==> src/rtl/ics_pkg.sv <==
// Shared constants for the ics test-access block and its functional unit.
// State codes of the 16-state FSM plus the TAP instruction opcodes.
package ics_pkg;

  typedef enum logic [3:0] {
    STATE_0 = 4'h0,
    STATE_1 = 4'h1,
    STATE_2 = 4'h2,
    STATE_3 = 4'h3,
    STATE_4 = 4'h4,
    STATE_5 = 4'h5,
    STATE_6 = 4'h6,
    STATE_7 = 4'h7,
    STATE_8 = 4'h8,
    STATE_9 = 4'h9,
    STATE_A = 4'hA,
    STATE_B = 4'hB,
    STATE_C = 4'hC,
    STATE_D = 4'hD,
    STATE_E = 4'hE,
    STATE_F = 4'hF
  } state_t;

  localparam logic [3:0] BYPASS   = 4'hF;
  localparam logic [3:0] SAMPLE   = 4'h1;
  localparam logic [3:0] EXTEST   = 4'h2;
  localparam logic [3:0] INTEST   = 4'h3;
  localparam logic [3:0] RUNBIST  = 4'h4;
  localparam logic [3:0] CLAMP    = 4'h5;
  localparam logic [3:0] IDCODE   = 4'h7;
  localparam logic [3:0] USERCODE = 4'h8;
  localparam logic [3:0] HIGHZ    = 4'h9;

endpackage

==> src/rtl/ics_functional_unit_if.sv <==
// Input vector / state output bundle of the ics functional unit.
// The stimulus side is master, the FSM is slave.
interface ics_functional_unit_if;

  logic [3:0] X;
  logic [3:0] Yin;

  modport master (
    output X,
    input  Yin
  );

  modport slave (
    input  X,
    output Yin
  );

endinterface

==> src/rtl/ics_functional_unit.sv <==
// Core FSM behind the ics TAP: 16 states stepped by a 4-bit input.
// Yin is the registered state; TLR forces STATE_0 synchronously.
module ics_functional_unit
  import ics_pkg::*;
(
  input  logic                        clk,
  input  logic                        TLR,
  ics_functional_unit_if.slave        fu
);

  state_t state_q;
  state_t state_d;

  always_ff @(posedge clk) begin
    if (TLR) begin
      state_q <= STATE_0;
    end else begin
      state_q <= state_d;
    end
  end

  // Unlisted or non-binary X falls to a default, so the state holds.
  always_comb begin
    state_d = state_q;
    unique case (state_q)
      STATE_0: begin
        case (fu.X)
          4'h2:    state_d = STATE_1;
          default: state_d = state_q;
        endcase
      end
      STATE_1: begin
        case (fu.X)
          4'h2:    state_d = STATE_B;
          default: state_d = state_q;
        endcase
      end
      STATE_2: begin
        case (fu.X)
          4'h0:    state_d = STATE_9;
          default: state_d = state_q;
        endcase
      end
      STATE_4: begin
        case (fu.X)
          4'h7:    state_d = STATE_C;
          default: state_d = state_q;
        endcase
      end
      STATE_8: begin
        case (fu.X)
          4'hF:    state_d = STATE_B;
          default: state_d = state_q;
        endcase
      end
      STATE_9: begin
        case (fu.X)
          4'h0:    state_d = STATE_4;
          default: state_d = state_q;
        endcase
      end
      STATE_B: begin
        case (fu.X)
          4'hC:    state_d = STATE_8;
          4'hE:    state_d = STATE_C;
          default: state_d = state_q;
        endcase
      end
      STATE_C: begin
        case (fu.X)
          4'hE:    state_d = STATE_2;
          4'h2:    state_d = STATE_E;
          default: state_d = state_q;
        endcase
      end
      default: state_d = state_q;
    endcase
  end

  assign fu.Yin = state_q;

endmodule

==> src/flat_wrapper.sv <==
// flat-port wrapper written by rule: the top's interface ports become plain ports
module ics_functional_unit_flat import ics_pkg::*;
  (clk, TLR, fu_X, fu_Yin);
  ics_functional_unit_if fu_i ();
  input  logic clk;
  input  logic TLR;
  input wire logic [$bits(fu_i.X)-1:0] fu_X;
  output wire logic [$bits(fu_i.Yin)-1:0] fu_Yin;
  assign fu_i.X = fu_X;
  assign fu_Yin = fu_i.Yin;
  ics_functional_unit u_core (.clk(clk), .TLR(TLR), .fu(fu_i));
endmodule
==> config.mk <==
export PLATFORM = sky130hd
export DESIGN_NAME = ics_functional_unit_flat
export DESIGN_NICKNAME = d
export VERILOG_FILES = /design/src/rtl/ics_pkg.sv /design/src/rtl/ics_functional_unit_if.sv /design/src/rtl/ics_functional_unit.sv /design/src/flat_wrapper.sv
export SDC_FILE = /design/constraint.sdc
export NUM_CORES = 1
export LEC_CHECK = 0
export ABC_CLOCK_PERIOD_IN_PS = 2100
export CAP_MARGIN = 20
export CORE_MARGIN = 2
export CORE_UTILIZATION = 30
export CTS_BUF_LIST = sky130_fd_sc_hd__clkbuf_4 sky130_fd_sc_hd__clkbuf_8
export DETAILED_ROUTE_END_ITERATION = 7
export PLACE_DENSITY_LB_ADDON = 0.08
export SLEW_MARGIN = 40
export SYNTH_ARGS = -nofsm -noshare
export SYNTH_HDL_FRONTEND = slang
export SYNTH_SLANG_ARGS = --single-unit
==> constraint.sdc <==
create_clock -name clk -period 2.1 [get_ports clk]
set_input_delay 0.315 -clock clk [delete_from_list [all_inputs] [get_ports clk]]
set_output_delay 0.315 -clock clk [all_outputs]
set_load 0.03 [all_outputs]
Word-level counts from Yosys, hierarchy flattened
Index checks and enable logic that the tools add are counted.

word-level totals
  flip-flop bits (word level) = 4
  output and inout port bits = 4
  bits of input ports = 6
  word-level logic and storage cells = 34

cells by class
  reduce and logical (&&, ||, !) cells = 4
  eq/ne operators = 20
  mux-type cells = 9

operators by type and width
  kind                  number
  $pmux W4 S8           1
  $eq A4 B4 Y1 const B  7
  $mux W4               6
  $pmux W4 S2           2
  $ne A2 B1 Y1 const B  6
  $reduce_and A9 Y1     1
  $eq A4 B2 Y1 const B  2
  $eq A4 B3 Y1 const B  2
  $logic_not A4 Y1      2
  $reduce_bool A8 Y1    1
  $ne A3 B1 Y1 const B  2
  $eq A4 B1 Y1 const B  1

Longest topological paths before layout
Gate-level depths: netlist (run 1).

  word-level depth = 3
  gate-level depth with buffers = 6
  gate-level depth less buffers = 5

Worst setup path before layout (run 1)
Ideal clock, no wire load.

  kind = reg2reg
  start = reg u_core.state_q[0] (netlist: u_core.fu.Yin[0])
  end = reg u_core.state_q[3] (netlist: u_core.fu.Yin[3])
  path slack = 0.234 ns
  period minus slack after synthesis = 1.866 ns
  data arrival time = 1.743 ns
  library setup time = 0.123 ns
  data required time = 1.977 ns
  stages on the path, launching flop included = 7
  path buffers = 1
  cells stage by stage = dfxtp_1 -> clkbuf_1 -> or2_2 -> o22ai_1 -> a211oi_2 -> and3_1 -> mux2_1

between the ends
  longest elaborated chain between the ends = 3
  elaborated cells between the ends (all ways) = 19
  those cells by class = eq/ne: 15; mux: 1; reduce/logical: 3

ends and longest elaborated chain
  item                                                               RTL line                   source
  start, declared                                                    ics_functional_unit.sv:11  state_t state_q;
  start signal, assigned                                             ics_functional_unit.sv:18  state_q <= state_d;
  $eq A4 B1 Y1, or another cell as far along                         ics_functional_unit.sv:25  unique case (state_q)
  $reduce_bool A8 Y1 (no source line), or another cell as far along  n/a
  $reduce_and A9 Y1 (no source line)                                 n/a

Several ways; a longest one is shown, not always the timed one.
A chain may end at the register's enable or synchronous reset.

Worst setup path in the final report (run 1)
  start = in fu_X[0]
  end = reg u_core.state_q[3] (netlist: u_core.fu.Yin[3])

between the ends
  longest elaborated chain between the ends = 3
  elaborated cells between the ends (all ways) = 17
  those cells by class = eq/ne: 13; mux: 2; reduce/logical: 2

ends and longest elaborated chain
  item                                              RTL line                                                                         source
  start, declared                                   flat_wrapper.sv:7                                                                input wire logic [$bits(fu_i.X)-1:0] fu_X;
  $eq A4 B2 Y1, or another cell as far along        ics_functional_unit.sv:27, ics_functional_unit.sv:33, ics_functional_unit.sv:70
  $pmux W4 S2, or another cell as far along         ics_functional_unit.sv:70                                                        case (fu.X)
  $pmux W4 S8 or $reduce_and A9 Y1 (tied branches)  n/a

Several ways; a longest one is shown, not always the timed one. The select of a mux whose other input is x is not followed.

==> results of run 1 <==
## layout make-up
cell class / count / area (um2) / area share (%)
Tap cell: 15 / 18.8 / 3.19
Timing Repair Buffer: 15 / 135 / 23.0
Sequential cell: 4 / 80.1 / 13.6
Inverter: 3 / 11.3 / 1.91
Multi-Input combinational cell: 46 / 320 / 54.5
Clock buffer: 3 / 22.5 / 3.83
## synth_stat cells, types with 2 or more instances
cell type	number	area (um2)
dfxtp_1	4	80.1
o21ai_0	2	10.0
inv_1	3	11.3
clkbuf_1	3	11.3
nand2_1	4	15.0
xor2_1	2	17.5
nor2_1	5	18.8
nand4b_1	4	35.0
and3_1	2	12.5
a21oi_1	3	15.0
## worst paths after layout
path,startpoint,endpoint,slack [ns],cells past startpoint
worst max-delay path,fu_X[0],u_core.fu.Yin[3],0.04,6
worst min-delay path,u_core.fu.Yin[2],u_core.fu.Yin[2],0.65,2
worst max register to register,u_core.fu.Yin[2],u_core.fu.Yin[3],0.33,5
worst min register to register,u_core.fu.Yin[2],u_core.fu.Yin[2],0.65,2
## per-stage QoR
step / util, % / std cells / hold WS [ns] / total power [W] / instance area [um2]
5_1_grt: 44.6 / 86 / 0.698 / 0.000566 / 588
6_report: 44.6 / 86 / 0.653 / 0.000516 / 588
3_3_place_gp: 42.9 / 83 / 0.684 / 0.000434 / 566
3_5_place_dp: 42.9 / 83 / 0.641 / 0.000426 / 566
4_1_cts: 44.6 / 86 / 0.649 / 0.000521 / 588
2_1_floorplan: - / 57 / 0.394 / 0.000332 / 428
## per-layer routing
metal	part of all wire, %	GRT usage, %	vias to the layer above	routed length, um
met5	0	0	-	0
met4	0	0	0	0
met3	4.6	6.52	0	45
met2	43	18.4	11	422
met1	52	16.4	208	510
li1	-	-	247	-
## power by group
group / switching [W] / leakage, nW / internal, W
clock: 0.0000268 / 0.0138 / 0.0000636
sequential: 0.0000439 / 0.0324 / 0.0000939
combinational: 0.000146 / 0.182 / 0.000141
total: 0.000217 / 0.228 / 0.000299
## logic make-up after synthesis
logic type | after synthesis | synth area share (%)
AND/OR/NAND/NOR | 28 | 40.9
buffers and inverters | 7 | 6.43
XOR/XNOR | 2 | 4.09
AO/OA/AOI/OAI | 14 | 24.9
flip-flops | 4 | 18.7
multiplexers | 2 | 4.97
## worst max-delay path: cells and delay by family
family                 cells  cell delay (ns)
buffers and inverters      1             0.47
AND/OR/NAND/NOR            4             1.07
multiplexers               1             0.32
==> flow_summary_export.csv, run 1 <==
group,metric,value,unit
outcome,outcome,"complete, no violations",
clocking,clock_latency,0.23,ns
die,initial_core_util,32.5,%
worst_setup_path,crit_fanout,6,
route,totalWireLength,978,um
timing,slew_headroom,72.1,%
clocking,clockBufferDepth,2,
synth,yosysWarnings,0,
synth,syn_area,428,um2
synth,synth_ff_type,"dfxtp_1",
placed_design,dp_hpwl,773,um
worst_hold_path,hold_class,"reg2reg",
route,dr.pass1.iters,4,
final_layout,nets,79,
route,drc,0,
clocking,post_cts_resized,0,
worst_setup_path,end_kind,"register",
placed_design,pre_cts_slack,-0.188,ns
final_layout,drive_above_1_share,16.9,%
timing,rsz0062_at_grt,"no",
timing,maxClockFrequency,487,MHz
route,drt-initial-drc-count,15,
global_route,antenna_found_initial,0,
timing,timing.final.max_slew_violations,0,
final_layout,diodes,0,
clocking,cts_root_buffer,"clkbuf_4",
worst_setup_path,startpoint_type,"primary input",
synth,syn_avg_cell_area,7.51,um2
die,core,1320,um2
global_route,grt_max_degree,14,
route,via_per_inst,5.42,
timing,setup_viol,0,
timing,worst_pin_slew,0.413,ns
final_layout,final_common_cell,"clkdlybuf4s50_1",
die,die_h,41.8,um
route,wl_per_cell,11.4,um
placed_design,port_buffers,9,
synth,synthCells,57,
synth,ys_seq_area_share,18.7,%
job,drv_cap,0,
global_route,grt_pass1_vias,402,
clocking,cts_hold_buf,0,
power_and_ir_drop,power_leakage,0.228,nW
clocking,post_cts_buffers,0,
global_route,grt_usage,12.2,%
die,row_count,13,
power_and_ir_drop,power-per-cell-area,877,nW/um2
clocking,numCtsBuffers,3,
final_layout,most-common-layout-cells,"clkdlybuf4s50_1, buf_4, nor2_1",
synth,synth.distinct_cells,35,
route,ant_nets,0,
synth,synth_edf_count,0,
worst_setup_path,critical_path.cell_chain,"clkdlybuf4s50_1, or4_4, nand4b_1, and3_1, and3_1, mux2_1",
worst_setup_path,worstPathRequired,2.21,ns
clocking,clkSinkCount,4,
global_route,grt_pass1_wl,1.67,mm
synth,syn-num-nets,63,
final_layout,fill_cells,141,
synth,async_flop_share,0,%
clocking,path_clk_slew,0.04,ns
clocking,cts_tree,"built",
global_route,overflow,0,
timing,hold_viol_final,0,
route,num_vias,466,
timing,fin_crit,2.06,ns
clocking,cts-htree-levels,1,
worst_setup_path,crit_top_cell,"and3_1",
timing,fin_ws,0.0449,ns
die,ioPinCount,10,
placed_design,gp_congestion,0.690,
synth,synth_seq_cells,4,
final_layout,largest_reg_flops,4,
timing,fin_crit_sh,97.9,%
timing,skew,0.00497,ns
die,die_w,41.8,um
power_and_ir_drop,vdd_drop_max,0.416,mV
final_layout,area_growth,37.4,%
worst_setup_path,cpMaxStageDelayCell,"or4_4",
worst_setup_path,crit_type,"in2reg",
worst_setup_path,max_stage_delay,0.57,ns
timing,fin_setup_tns,0,ns
worst_setup_path,critPathArrivalTime,2.17,ns
die,die-area,1740,um2
Note: power is estimated with default switching activity, not from simulation.
==> run 2: changes to the inputs <==
--- a/config.mk
+++ b/config.mk
@@ -7,11 +7,14 @@
 export LEC_CHECK = 0
 export ABC_CLOCK_PERIOD_IN_PS = 2100
 export CAP_MARGIN = 20
+export CELL_PAD_IN_SITES_DETAIL_PLACEMENT = 1
+export CELL_PAD_IN_SITES_GLOBAL_PLACEMENT = 1
 export CORE_MARGIN = 2
 export CORE_UTILIZATION = 30
 export CTS_BUF_LIST = sky130_fd_sc_hd__clkbuf_4 sky130_fd_sc_hd__clkbuf_8
 export DETAILED_ROUTE_END_ITERATION = 7
 export PLACE_DENSITY_LB_ADDON = 0.08
+export SKIP_CTS_REPAIR_TIMING = 1
 export SLEW_MARGIN = 40
 export SYNTH_ARGS = -nofsm -noshare
 export SYNTH_HDL_FRONTEND = slang
==> run 2 against run 1 <==
Die area is the same. Cell area increased by 4.3%. Clock power is 6.4% higher. Via count is 6.4% higher. Critical endpoint unchanged.
==> flow_summary_export.csv, run 2 (synthesis results as in run 1) <==
group,metric,value,unit
outcome,outcome,"complete, no violations",
worst_setup_path,crit_fanout,3,
worst_setup_path,end_kind,"register",
worst_setup_path,worstPathRequired,2.22,ns
worst_setup_path,crit_start,"fu_X[1]",
final_layout,nets,80,
final_layout,diodes,0,
global_route,antenna_found_initial,0,
timing,slew_headroom,70.7,%
clocking,clkSinkCount,4,
worst_setup_path,crit_type,"in2reg",
die,initial_core_util,32.5,%
global_route,grt_usage,15.8,%
worst_hold_path,holdPathStages,3,
timing,fin_crit,2.02,ns
worst_setup_path,startpoint_type,"primary input",
worst_setup_path,r2r_start,"u_core.fu.Yin[3]",
die,die_h,41.8,um
route,via_per_inst,5.70,
clocking,cts_root_buffer,"clkbuf_4",
clocking,clock_latency,0.23,ns
placed_design,port_buffers,9,
clocking,path_clk_slew,0.04,ns
global_route,grt_pass1_wl,2.09,mm
placed_design,dp_hpwl,933,um
die,ioPinCount,10,
worst_hold_path,hold_end,"u_core.fu.Yin[2]",
timing,setup_viol,0,
timing,rsz0062_at_grt,"no",
final_layout,largest_reg_flops,4,
clocking,cts-htree-levels,1,
route,ant_nets,0,
route,totalWireLength,1.27,mm
power_and_ir_drop,vdd_drop_max,0.303,mV
global_route,grt_max_degree,12,
global_route,grt_pass1_vias,471,
power_and_ir_drop,power-per-cell-area,890,nW/um2
worst_setup_path,timing.rr.end,"u_core.fu.Yin[3]",
placed_design,gp_congestion,0.743,
worst_setup_path,r2r_cells,5,
worst_setup_path,rrSetupSlack,0.23,ns
die,row_count,13,
final_layout,drive_above_1_share,20.8,%
timing,maxClockFrequency,495,MHz
clocking,cts_tree,"built",
worst_setup_path,critPathArrivalTime,2.14,ns
timing,skew,0.00363,ns
timing,fin_crit_sh,96.2,%
final_layout,area_growth,43.3,%
final_layout,final_util,46.5,%
route,dr.pass1.iters,2,
clocking,numCtsBuffers,3,
route,drt-initial-drc-count,3,
worst_hold_path,hold_class,"reg2reg",
timing,worst_pin_slew,0.439,ns
worst_hold_path,min_from,"u_core.fu.Yin[2]",
clocking,clockBufferDepth,2,
timing,hold_viol_final,0,
route,num_vias,496,
power_and_ir_drop,power.total,0.000546,W
route,wl_per_cell,14.6,um
job,drv_cap,0,
die,die_w,41.8,um
global_route,overflow,0,
die,die-area,1740,um2
timing,timing.final.max_slew_violations,0,
route,drc,0,
power_and_ir_drop,power_leakage,0.252,nW
die,core,1320,um2
final_layout,most-common-layout-cells,"clkdlybuf4s50_1, buf_4, nor2_1",
[run 2: changes by cell type in the layout (fill, tap and decap cells not counted)]
cell / delta
dlymetal6s2s_1: +2
a221oi_1: -1
buf_4: +1
a221oi_2: +1
nor4b_1: -1
nor4b_2: +1
clkdlybuf4s50_1: -2
[run 2: routing by layer]
layer | vias to the layer above | share of wire [%] | GRT usage, %
li1 | 248 | - | -
met1 | 236 | 48 | 20.5
met2 | 10 | 48 | 24.1
met3 | 2 | 2.3 | 2.61
met4 | 0 | 1.0 | 9.68
met5 | - | 0 | 0
[run 2: area by class of cell]
class,instances,area [um2]
clock buffer,3,22.5
inverter,3,11.3
multi-input combinational,46,333
sequential,4,80.1
timing repair buffer,16,148
tap,15,18.8
fill,170,704
[run 2: through the flow]
| stage | instance area (um2) | hold WS, ns | setup TNS (ns) | std cells | setup slack [ns] |
|---|---|---|---|---|---|
| after global placement | 573 | 0.711 | -0.415 | 84 | -0.168 |
| after detailed placement | 573 | 0.704 | -0.504 | 84 | -0.219 |
| after floorplan | 428 | 0.394 | 0 | 57 | 0.234 |
| after global routing | 613 | 0.724 | 0 | 87 | 0.0139 |
| after CTS | 596 | 0.704 | 0 | 87 | 0.00154 |
| final | 613 | 0.702 | 0 | 87 | 0.0806 |
[run 2: worst max path at each step]
| stage | endpoint | slack (ns) | cells after the start |
|---|---|---|---|
| 6_report | u_core.fu.Yin[3] | 0.08 | 6 |
| 2_1_floorplan | u_core.fu.Yin[3] | 0.23 | 6 |
| 3_3_place_gp | u_core.fu.Yin[3] | -0.17 | 6 |
| 5_1_grt | u_core.fu.Yin[3] | 0.01 | 6 |
| 4_1_cts | u_core.fu.Yin[3] | 0.002 | 6 |
| 3_5_place_dp | u_core.fu.Yin[3] | -0.22 | 6 |
[run 2: critical path, stage by stage]
cell	delay [ns]
clkdlybuf4s50_1	0.44
or4_4	0.54
nand4b_1	0.14
and3_1	0.19
and3_1	0.19
mux2_1	0.32
[run 2: power by group]
group | switching (W) | internal (W) | total [W]
Combinational | 0.000166 | 0.000149 | 0.000315
Sequential | 0.0000404 | 0.0000938 | 0.000134
Clock | 0.0000322 | 0.0000640 | 0.0000962
Total | 0.000239 | 0.000307 | 0.000546
==> run 3: changes to the inputs <==
--- a/config.mk
+++ b/config.mk
@@ -5,15 +5,15 @@
 export SDC_FILE = /design/constraint.sdc
 export NUM_CORES = 1
 export LEC_CHECK = 0
-export ABC_CLOCK_PERIOD_IN_PS = 2100
+export ABC_CLOCK_PERIOD_IN_PS = 2000
 export CAP_MARGIN = 20
 export CELL_PAD_IN_SITES_DETAIL_PLACEMENT = 1
 export CELL_PAD_IN_SITES_GLOBAL_PLACEMENT = 1
-export CORE_MARGIN = 2
+export CORE_MARGIN = 4
 export CORE_UTILIZATION = 30
 export CTS_BUF_LIST = sky130_fd_sc_hd__clkbuf_4 sky130_fd_sc_hd__clkbuf_8
 export DETAILED_ROUTE_END_ITERATION = 7
-export PLACE_DENSITY_LB_ADDON = 0.08
+export PLACE_DENSITY = 0.68
 export SKIP_CTS_REPAIR_TIMING = 1
 export SLEW_MARGIN = 40
 export SYNTH_ARGS = -nofsm -noshare
==> constraint.sdc (replaced) <==
create_clock -name clk -period 2 [get_ports clk]
set_input_delay 0.3 -clock clk [delete_from_list [all_inputs] [get_ports clk]]
set_output_delay 0.3 -clock clk [all_outputs]
set_load 0.03 [all_outputs]
==> run 3 against run 2 <==
Non-clock buffer count grew 2. Clock power about the same. Clock skew up 0.00095 ns. Cell count rose by 2.3%. Sequential power about the same. Largest power group unchanged.
==> flow_summary_export.csv, run 3 (synthesis results as in run 1) <==
group,metric,value,unit
die,die_h,45.8,um
final_layout,most-common-layout-cells,"buf_4, nor2_1, clkdlybuf4s50_1",
power_and_ir_drop,power-per-cell-area,908,nW/um2
worst_setup_path,end_kind,"primary output",
power_and_ir_drop,p_seq_share,24.2,%
route,drc,0,
final_layout,area_growth,45.0,%
die,die-area,2090,um2
clocking,path_clk_slew,0.04,ns
worst_hold_path,holdPathStages,5,
clocking,cts-htree-levels,1,
final_layout,drive_above_1_share,20.3,%
timing,timing.final.max_slew_violations,0,
power_and_ir_drop,power_leakage,0.280,nW
clocking,numCtsBuffers,3,
worst_setup_path,startpoint_type,"register",
final_layout,fill_cells,166,
worst_setup_path,crit_buf_inv,1,
final_layout,largest_reg_flops,4,
placed_design,post_dp_cell_area,588,um2
route,dr.pass1.iters,2,
die,core,1320,um2
global_route,overflow,0,
worst_setup_path,worstPathRequired,1.70,ns
power_and_ir_drop,vdd_drop_max,0.666,mV
route,num_vias,504,
clocking,cts_root_buffer,"clkbuf_4",
power_and_ir_drop,comb_power_share,58.8,%
final_layout,nets,82,
timing,hold_viol_final,0,
clocking,clkSinkCount,4,
worst_setup_path,path_depth,1,
final_layout,design_area,621,um2
worst_setup_path,critical_path.cell_chain,"clkdlybuf4s50_1",
power_and_ir_drop,power.internal,0.000321,W
global_route,grt_pass1_vias,490,
outcome,outcome,"complete, no violations",
placed_design,gp_congestion,0.751,
clocking,cts_tree,"built",
route,met2_length,594,um
power_and_ir_drop,power_frac_clock,17.0,%
timing,fin_crit,1.77,ns
timing,rsz0062_at_grt,"no",
worst_setup_path,crit_type,"reg2out",
final_layout,fin_cells,89,
final_layout,diodes,0,
global_route,grt_usage,14.0,%
final_layout,multi_input_area,320,um2
job,drv_cap,0,
final_layout,final_common_cell,"buf_4",
die,die_w,45.8,um
worst_setup_path,critPathArrivalTime,1.47,ns
final_layout,regArea,80.1,um2
route,top_layer,"met3",
global_route,grt_pass1_wl,2.15,mm
route,wl_per_cell,14.4,um
timing,maxClockFrequency,566,MHz
die,initial_core_util,32.5,%
placed_design,dp_hpwl,971,um
die,row_count,13,
timing,worst_pin_slew,0.325,ns
route,drt-initial-drc-count,12,
timing,slew_headroom,78.3,%
worst_hold_path,hold_class,"in2reg",
global_route,antenna_found_initial,0,
global_route,grt_max_degree,11,
route,via_per_inst,5.66,
route,routed-wl-met3,28,um
route,ant_nets,0,
power_and_ir_drop,p_sw_share,43.1,%
worst_setup_path,crit_fanout,9,
timing,fin_crit_sh,88.4,%
worst_setup_path,r2r_cells,5,
route,totalWireLength,1.28,mm
clocking,clock_latency,0.23,ns
timing,fin_setup_tns,0,ns
clocking,clockBufferDepth,2,
placed_design,port_buffers,9,
power_and_ir_drop,p_switching,0.000243,W
timing,skew,0.00459,ns
route,wl_met1,657,um
worst_setup_path,path_delay_family,"buffers and inverters",
placed_design,dp.cells,86,
timing,setup_viol,0,
die,ioPinCount,10,
worst_setup_path,cpMaxStageDelayCell,"clkdlybuf4s50_1",
worst_setup_path,max_stage_delay,0.74,ns
-- run 3: metrics by stage --
step                utilization, %  setup WS (ns)  total power (W)  hold slack (ns)
floorplan                        -          0.134         0.000349            0.379
global placement              44.6         -0.268         0.000466            0.697
detailed placement            44.6         -0.290         0.000470            0.695
CTS                           46.3        -0.0463         0.000571            0.702
global route                  47.1          0.181         0.000617            0.721
finish                        47.1          0.232         0.000563            0.679
-- run 3: path summary, 6_finish.rpt --
| check | start | to | slack (ns) |
|---|---|---|---|
| max | u_core.fu.Yin[0] | fu_Yin[0] | 0.23 |
| min | fu_X[1] | u_core.fu.Yin[2] | 0.68 |
| max reg2reg | u_core.fu.Yin[3] | u_core.fu.Yin[3] | 0.28 |
| min reg2reg | u_core.fu.Yin[2] | u_core.fu.Yin[2] | 0.70 |
-- run 3: final cells by class --
class                           instances  area share, %
Timing Repair Buffer                   18           27.0
Sequential cell                         4           12.9
Inverter                                3           1.81
Clock buffer                            3           3.63
Multi-Input combinational cell         46           51.6
Tap cell                               15           3.02
-- run 3: power groups by stage --
stage,Combinational (W),Sequential [W],Clock [W]
floorplan,0.000203,0.000145,0
global placement,0.000327,0.000139,0
detailed placement,0.000331,0.000139,0
CTS,0.000332,0.000137,0.000101
global route,0.000365,0.000141,0.000110
finish,0.000331,0.000136,0.0000959
-- run 3: worst reg2reg max path: stages (launching register included) --
cell and delay [ns]:
dfxtp_1 0.48, and2b_1 0.26, nand4b_1 0.15, and3_1 0.23, and3_1 0.18, mux2_1 0.30
-- run 3: metal layers --
metal  vias up  track usage [%]
met4         0                0
li1        253                -
met1       246             19.5
met3         0             4.74
met2         5             22.3
met5         -                0
